File: src/rtl/bitwise_pkg.sv
// Shared definitions for the bitwise shifter: step-mode encodings and FSM states.
package bitwise_pkg;

  localparam logic [2:0] MODE_SHL = 3'd0;
  localparam logic [2:0] MODE_SHR = 3'd1;
  localparam logic [2:0] MODE_ROL = 3'd2;
  localparam logic [2:0] MODE_ROR = 3'd3;
  localparam logic [2:0] MODE_ASR = 3'd4;

  typedef enum logic [1:0] {
    ST_IDLE  = 2'd0,
    ST_SHIFT = 2'd1,
    ST_DONE  = 2'd2
  } state_t;

endpackage

File: src/rtl/bitwise_step.sv
// Combinational single-step datapath: computes the next register value and the
// bit that leaves the register for one shift/rotate step.
module bitwise_step
  import bitwise_pkg::*;
#(
  parameter int WIDTH = 8
) (
  input  logic [WIDTH-1:0] q,
  input  logic [2:0]       mode,
  input  logic             d,
  output logic [WIDTH-1:0] next_q,
  output logic             out_bit,
  output logic             valid_mode
);

  always_comb begin
    next_q     = q;
    out_bit    = 1'b0;
    valid_mode = 1'b1;
    case (mode)
      MODE_SHL: begin
        next_q  = {q[WIDTH-2:0], d};
        out_bit = q[WIDTH-1];
      end
      MODE_SHR: begin
        next_q  = {d, q[WIDTH-1:1]};
        out_bit = q[0];
      end
      MODE_ROL: begin
        next_q  = {q[WIDTH-2:0], q[WIDTH-1]};
        out_bit = q[WIDTH-1];
      end
      MODE_ROR: begin
        next_q  = {q[0], q[WIDTH-1:1]};
        out_bit = q[0];
      end
      MODE_ASR: begin
        next_q  = {q[WIDTH-1], q[WIDTH-1:1]};
        out_bit = q[0];
      end
      // Reserved encodings leave the register and shift_out untouched.
      default: valid_mode = 1'b0;
    endcase
  end

endmodule

File: src/rtl/bitwise_shifter.sv
// Shift/rotate register with parallel load, single-step mode and a counted
// multi-step operation controlled by an IDLE/SHIFT/DONE state machine.
module bitwise_shifter
  import bitwise_pkg::*;
#(
  parameter int WIDTH = 8,
  parameter int CNT_W = $clog2(WIDTH) + 1
) (
  input  logic             clk,
  input  logic             reset,
  input  logic [WIDTH-1:0] load,
  input  logic             load_en,
  input  logic             en,
  input  logic             d,
  input  logic [2:0]       mode,
  input  logic             start,
  input  logic [CNT_W-1:0] amount,
  output logic [WIDTH-1:0] q,
  output logic             shift_out,
  output logic             busy,
  output logic             done
);

  state_t           state_reg, state_next;
  logic [CNT_W-1:0] count_reg, count_next;
  logic [2:0]       mode_reg, mode_next;
  logic [WIDTH-1:0] q_reg, q_next;
  logic             shift_out_reg, shift_out_next;

  logic [2:0]       step_mode;
  logic [WIDTH-1:0] step_q;
  logic             step_bit;
  logic             step_valid;

  // Multi-step operations use the mode captured at start; single steps use the live input.
  assign step_mode = (state_reg == ST_SHIFT) ? mode_reg : mode;

  bitwise_step #(
    .WIDTH(WIDTH)
  ) u_step (
    .q         (q_reg),
    .mode      (step_mode),
    .d         (d),
    .next_q    (step_q),
    .out_bit   (step_bit),
    .valid_mode(step_valid)
  );

  always_ff @(posedge clk) begin
    if (reset) begin
      state_reg     <= ST_IDLE;
      count_reg     <= '0;
      mode_reg      <= MODE_SHL;
      q_reg         <= '0;
      shift_out_reg <= 1'b0;
    end else begin
      state_reg     <= state_next;
      count_reg     <= count_next;
      mode_reg      <= mode_next;
      q_reg         <= q_next;
      shift_out_reg <= shift_out_next;
    end
  end

  always_comb begin
    state_next     = state_reg;
    count_next     = count_reg;
    mode_next      = mode_reg;
    q_next         = q_reg;
    shift_out_next = shift_out_reg;

    if (load_en) begin
      q_next     = load;
      state_next = ST_IDLE;
      count_next = '0;
    end else begin
      case (state_reg)
        ST_IDLE: begin
          if (start) begin
            mode_next  = mode;
            count_next = amount;
            state_next = (amount != '0) ? ST_SHIFT : ST_DONE;
          end else if (en && step_valid) begin
            q_next         = step_q;
            shift_out_next = step_bit;
          end
        end
        ST_SHIFT: begin
          if (step_valid) begin
            q_next         = step_q;
            shift_out_next = step_bit;
          end
          count_next = count_reg - 1'b1;
          if (count_reg == CNT_W'(1)) begin
            state_next = ST_DONE;
          end
        end
        ST_DONE: begin
          state_next = ST_IDLE;
        end
        default: begin
          state_next = ST_IDLE;
          count_next = '0;
        end
      endcase
    end
  end

  assign q         = q_reg;
  assign shift_out = shift_out_reg;
  assign busy      = (state_reg == ST_SHIFT);
  assign done      = (state_reg == ST_DONE);

endmodule

File: config.mk
export PLATFORM = sky130hd
export DESIGN_NAME = bitwise_shifter
export DESIGN_NICKNAME = d
export VERILOG_FILES = /design/src/rtl/bitwise_pkg.sv /design/src/rtl/bitwise_step.sv /design/src/rtl/bitwise_shifter.sv
export SDC_FILE = /design/constraint.sdc
export NUM_CORES = 1
export LEC_CHECK = 0
export CORE_MARGIN = 1.5
export CORE_UTILIZATION = 50
export CTS_CLUSTER_DIAMETER = 200
export CTS_CLUSTER_SIZE = 25
export DETAILED_ROUTE_END_ITERATION = 6
export PLACE_DENSITY = 0.86
export SYNTH_ARGS = -nofsm -noshare
export SYNTH_HDL_FRONTEND = slang
export SYNTH_SLANG_ARGS = --single-unit
File: constraint.sdc
create_clock -name clk -period 4.37 [get_ports clk]
set_clock_uncertainty 0.05 [all_clocks]
set_input_delay 0.874 -clock clk [delete_from_list [all_inputs] [get_ports clk]]
set_output_delay 0.874 -clock clk [all_outputs]
set_load 0.02 [all_outputs]
==> impl_summary.log, run 1 <==
INFO  metric critical_path.startpoint = state_reg[0]
INFO  metric gp_congestion = 0.8011
INFO  metric design_area = ~1400 µm²
INFO  metric result_of_the_run = finished clean
INFO  metric total_core_area = ~2000 µm²
INFO  metric antenna_cells_inserted = 0
INFO  metric ys_dominant_reg_cell = dfxtp_1
INFO  metric wl = roughly 2500 µm
INFO  metric largest_register_ff_count = 8
INFO  metric cts_num_sinks = 18
INFO  metric detailedPlace.worstSlack = 1.687 ns
INFO  metric synth_cell_type_count = 34
INFO  metric cp_slowest_cell = dfxtp_1
INFO  metric clkLatencyLatePin = roughly 0.29 ns
INFO  metric grt_util_met1 = 0.2572
INFO  metric clock_tree.htree_level_count = 1
INFO  metric layout_cell_share_with_drive_strength_beyond_1 = 0.05096
INFO  metric p_total = 390.5 µW
INFO  metric p_sw = around 110 µW
INFO  metric worst_slack = between 1.5 and 2 ns
INFO  metric p_int = roughly 280 µW
INFO  metric synth_enable_flop_cells = 0
INFO  metric area_growth = 32.67%
INFO  metric netlist.area_leader.share = 0.3361
INFO  metric vias = around 1100
INFO  metric regToRegSetupSlack = ~2.4 ns
INFO  metric number_of_resized_instances_in_the_post_cts_repair_step = 0
INFO  metric start_kind = flip-flop
INFO  metric dr.first_iter.drc_count = 27
INFO  metric drc_markers = 0
INFO  metric rsz0062_at_grt = false
INFO  metric crit_cells = 3
INFO  metric overall_overflow_remaining_after_global_route = 0
INFO  metric syn-cell-area = approximately 1100 µm²
INFO  metric most_common_cell_in_the_netlist = nor2_1
INFO  metric synth.area.top_cells = dfxtp_1 (34%), mux2i_1 (13%), nor2_1 (6.7%)
INFO  metric reg2reg_from = state_reg[0]
INFO  metric cts_setup_buffers = 0
INFO  metric timing_hold_violations_final = 0
INFO  metric tns = 0 ns
INFO  metric clockPowerShare = 0.265
INFO  metric power.share.sequential = 0.477
INFO  metric power.leakage = ~0.00055 µW
INFO  metric die_x = roughly 49 µm
INFO  metric critical_path.endpoint = busy
INFO  metric dieArea = 2431 µm²
INFO  metric power_per_cell_area = between 200 and 300 nW/µm²
INFO  metric ios = 32
INFO  metric critPathKind = reg2out
INFO  metric met3_track_utilization_from_global_routing = 0.03374
INFO  metric layout.nets = 181
INFO  metric first_pass_grt_wire_length = between 4000 and 5000 µm
INFO  metric instances_no_fill = 184
INFO  metric antenna_left = 0
INFO  metric timing_worst_slew_pin_value = 0.5760 ns
INFO  metric r2r-end = q[2]
INFO  metric io_buffers = 31
INFO  metric critical_path.endpoint_type = primary output
INFO  metric worst_ir_drop_vdd = ~0.00023 V
INFO  metric avgViaCountPerCell = 5.728
INFO  metric cell_count_of_the_worst_reg_to_reg_path = 5
INFO  metric crit_chain = nand2b_4, inv_1, clkdlybuf4s50_1
INFO  metric half_perimeter_wire_length_after_detailed_placement = between 1500 and 2000 µm
INFO  metric synth_warnings = 0
INFO  metric yosys.area.top_type = dfxtp_1
INFO  metric max-clock-path-buffers = 2
INFO  metric postPlaceCellArea = about 1400 µm²
INFO  metric timing.final.crit_period = 2.823 ns
INFO  metric finalSetupViolations = 0
INFO  metric ctsRootBufferMaster = clkbuf_4
INFO  metric critPathTopFamily = buffers and inverters
INFO  metric achievable-frequency = ~350 MHz
INFO  metric route.detailed.wl_per_inst = roughly 14 µm
INFO  metric layout_worst_path_cycle_share = 0.6459
INFO  metric floorplan.initialDensity = 0.5410
INFO  metric max_slew_margin = 0.6160
INFO  metric core.rowCount = 16
INFO  metric asr_flop_ratio_synth = 0
INFO  metric synth.ff_latch_count = 18
INFO  metric dieHeight = roughly 49 µm
INFO  metric worst_ep_required_time = around 3.5 ns
INFO  metric synthCells = around 130
INFO  metric netlist_top_cells_count = nor2_1 (19), dfxtp_1 (18), mux2i_1 (14)
INFO  metric cp_slowest_stage_delay = between 0.6 and 0.7 ns
INFO  metric tritoncts.num_buffers = 3
INFO  metric cap_viol_max_count = 0
INFO  metric critical_path_buffers_and_inverters = 2
INFO  metric first_global_vias = approximately 1100
INFO  metric clkSlewWorstSetupHoldPaths = about 0.11 ns
INFO  metric synth.avg_cell_area = ~8.5 µm²
INFO  metric ctsHoldBuffers = 0
INFO  metric maxSlewViolCount = 0
INFO  metric sw_frac_of_total = 0.2891
INFO  metric gr-usage-all-layers = 0.2236
INFO  metric grt_antenna_before_repair = 0
INFO  metric grt_most_used_layer = met2
INFO  metric path_category_of_the_worst_min_delay_check = reg2reg
INFO  metric drt_pre_antenna_iters = 4
INFO  metric synth.yosys.seq_area_share = 0.3361
INFO  metric combinationalPowerShare = 0.258
INFO  metric critical_path.max_fanout = 14
INFO  metric synth_nets = between 100 and 150
INFO  metric dp.cells = 180
INFO  metric crit_arrival = ~1.9 ns
INFO  metric groute.layer.met2.usage = 0.4144
INFO  metric largest_net_degree_at_the_start_of_global_routing = 15
INFO  metric tritoncts = done
## per-stage QoR
step | hold WS (ns) | util
2_1_floorplan | 0.4275 | -
3_5_place_dp | 0.4444 | 0.6995
6_report | 0.4551 | 0.7178
5_1_grt | 0.4995 | 0.7178
4_1_cts | 0.4551 | 0.7178
3_3_place_gp | 0.4293 | 0.6995
## cell usage in the layout, fill, tap and decap left out, types with 2 or more instances in the layout
master            n
a22oi_1           6
nand2b_1          2
a221oi_1          2
ha_1              2
clkbuf_4          3
dfxtp_1          18
nand3_1           2
a211o_1           2
nor2_1           19
nor3_1            6
nand2_1           3
clkdlybuf4s50_1  31
mux2i_1          14
a21oi_1          11
o21ai_0           9
nor2b_1           4
inv_1             5
## worst register-to-register path, stage by stage, from the launching register on
cell      delay, ns
dfxtp_1        0.66
nand2b_4       0.17
a211o_1        0.32
a21oi_1        0.48
a22oi_1        0.17
o21ai_0        0.10
## layer usage
layer / routed length [µm] / share of wire
met1: 1123 / 0.44
met2: 1245 / 0.49
met3: 154 / 0.061
met4: 11 / 0.0043
met5: 0 / 0
## power by group through the flow
stage | registers (µW) | clock network (µW) | logic (µW)
after detailed placement | 190 | 0 | 99.9
after CTS | 186 | 105 | 101
final | 186 | 103 | 101
after floorplan | 192 | 0 | 53.8
after global routing | 188 | 111 | 110
after global placement | 189 | 0 | 98.1
## worst min path at each step
stage | start | to | depth (start not counted)
after floorplan | count_reg[1] | count_reg[1] | 2
after global placement | shift_out | shift_out | 2
after detailed placement | shift_out | shift_out | 2
after CTS | shift_out | shift_out | 2
after global routing | shift_out | shift_out | 2
final | shift_out | shift_out | 2
## kinds of logic after synthesis
group                      synth area share
buffers and inverters               0.04551
DFF                                  0.3361
xor gates and xnor gates            0.01634
muxes                                0.1622
and+or+nand+nor                      0.1949
AOI/OAI and AO/OA                    0.2217
adders and majority gates           0.02333
## final cells by class
| type | count | area [µm²] |
|---|---|---|
| Clock buffer | 4 | 36.28 |
| Sequential cell | 18 | 360.3 |
| Timing Repair Buffer | 31 | 310.3 |
| Tap cell | 27 | 33.78 |
| Fill cell | 157 | 559.3 |
| Inverter | 5 | 18.77 |
| Multi-Input combinational cell | 99 | 663.1 |
(Power assumes the default switching activity.)
==> run 2, diff against run 1 <==
CORE_UTILIZATION = 46   (was 50)
PLACE_DENSITY = 0.8   (was 0.86)
clock period = 2.82 ns   (was 4.37 ns; I/O delays follow)
==> impl_summary.log, run 2 (synthesis gave the netlist of run 1 again) <==
INFO  metric timing_hold_violations_final = 0
INFO  metric die_x = 51.28 µm
INFO  metric dr.first_iter.drc_count = 16
INFO  metric total_core_area = around 2200 µm²
INFO  metric gp_congestion = about 0.76
INFO  metric worst_ir_drop_vdd = between 0.0002 and 0.0003 V
INFO  metric postLayoutCoreUtil = 0.6437
INFO  metric nFillCells = 204
INFO  metric io_buffers = 31
INFO  metric layout_commonest_cell = clkdlybuf4s50_1
INFO  metric core.rowCount = 17
INFO  metric drc_markers = 0
INFO  metric largest_net_degree_at_the_start_of_global_routing = 15
INFO  metric vias = 1037
INFO  metric ctsHoldBuffers = 0
INFO  metric timing_worst_slew_pin_value = between 0.5 and 0.6 ns
INFO  metric drt_pre_antenna_iters = 4
INFO  metric critical_path.max_fanout = 14
INFO  metric tritoncts.num_buffers = 3
INFO  metric holdWs = approximately 0.44 ns
INFO  metric number_of_resized_instances_in_the_post_cts_repair_step = 0
INFO  metric power.leakage = about 0.00055 µW
INFO  metric critical_path.endpoint_type = primary output
INFO  metric layout_cell_share_with_drive_strength_beyond_1 = 0.05096
INFO  metric first_pass_grt_wire_length = a little over 4000 µm
INFO  metric clock_tree.htree_level_count = 1
INFO  metric worst_ep_required_time = roughly 2.2 ns
INFO  metric dieArea = about 2600 µm²
INFO  metric layout.nets = roughly 180
INFO  metric result_of_the_run = finished clean
INFO  metric route.detailed.wl_per_inst = around 13 µm
INFO  metric critPathKind = reg2out
INFO  metric layout.area.seq = between 300 and 400 µm²
INFO  metric cts_num_sinks = 18
INFO  metric layout_worst_path_cycle_share = 0.8896
INFO  metric p_total = ~610 µW
INFO  metric wl = ~2400 µm
INFO  metric antenna_cells_inserted = 0
INFO  metric avgViaCountPerCell = around 5.6
INFO  metric crit_arrival = between 1.5 and 2 ns
INFO  metric power_per_cell_area = approximately 430 nW/µm²
INFO  metric dieHeight = slightly above 50 µm
INFO  metric regToRegSetupSlack = between 0.8 and 0.9 ns
INFO  metric worst_slack = a little over 0.3 ns
INFO  metric max-clock-path-buffers = 2
INFO  metric mostFrequentLayoutCells = clkdlybuf4s50_1 (31), nor2_1 (19), dfxtp_1 (18), mux2i_1 (14), a21oi_1 (11)
INFO  metric finalSetupViolations = 0
INFO  metric maxSlewViolCount = 0
INFO  metric ctsRootBufferMaster = clkbuf_4
INFO  metric multi_input_comb_area = 663.1 µm²
INFO  metric tns = 0 ns
INFO  metric rsz0062_at_grt = false
INFO  metric path_category_of_the_worst_min_delay_check = reg2reg
INFO  metric area_growth = 32.79%
INFO  metric clkSlewWorstSetupHoldPaths = ~0.11 ns
INFO  metric clkLatencyLatePin = ~0.30 ns
INFO  metric timing.final.crit_period = ~2.5 ns
INFO  metric overall_overflow_remaining_after_global_route = 0
INFO  metric cts_setup_buffers = 0
INFO  metric first_global_vias = between 900 and 1000
INFO  metric achievable-frequency = approximately 400 MHz
INFO  metric largest_register_ff_count = 8
INFO  metric ios = 32
INFO  metric floorplan.initialDensity = 0.4847
INFO  metric max_slew_margin = 0.6208
INFO  metric start_kind = flip-flop
INFO  metric half_perimeter_wire_length_after_detailed_placement = 1852 µm
INFO  metric antenna_left = 0
INFO  metric cap_viol_max_count = 0
INFO  metric gr-usage-all-layers = 0.1985
INFO  metric grt_antenna_before_repair = 0
INFO  metric detailedPlace.worstSlack = between 0.4 and 0.5 ns
INFO  metric tritoncts = done
==> run 2: cell counts in the layout (fill, tap and decap cells not counted) <==
Identical to the previous run, type by type.
==> run 2: path summary, 6_finish.rpt <==
path	start	end	depth (start not counted)
worst max-delay path	state_reg[0]	busy	3
worst min-delay path	shift_out	shift_out	2
worst max register to register	state_reg[0]	q[5]	5
worst min register to register	shift_out	shift_out	2
==> run 2: layout make-up <==
cell class              instances  share of cell area
repair buffers                 31              0.2179
inverters                       5             0.01318
multi-input cells              99              0.4657
clock buffers                   4             0.02548
well taps                      28             0.02460
flip-flops and latches         18              0.2531
==> run 2: per-layer routing <==
| layer | global-route usage | share of wire |
|---|---|---|
| met3 | 0.03216 | 0.055 |
| met5 | 0 | 0 |
| met1 | 0.2423 | 0.48 |
| met4 | 0.08772 | 0.0094 |
| met2 | 0.3420 | 0.45 |
==> run 2: through the flow <==
step / area [µm²] / instances
3_3_place_gp: 1388 / 181
4_1_cts: 1424 / 185
3_5_place_dp: 1388 / 181
6_report: 1424 / 185
2_1_floorplan: 1072 / 126
5_1_grt: 1424 / 185
==> run 2: worst max-delay path, stage by stage (launching register included) <==
cell,delay [ns]
dfxtp_1,0.65
nand2b_4,0.17
inv_1,0.15
clkdlybuf4s50_1,0.62
==> run 2: report_power, final <==
group / internal, µW / leakage (µW) / switching, µW
registers: 269 / 0.000148 / 19.9
clock network: 78.7 / 0.0000210 / 83.9
logic: 82.5 / 0.000384 / 71.7
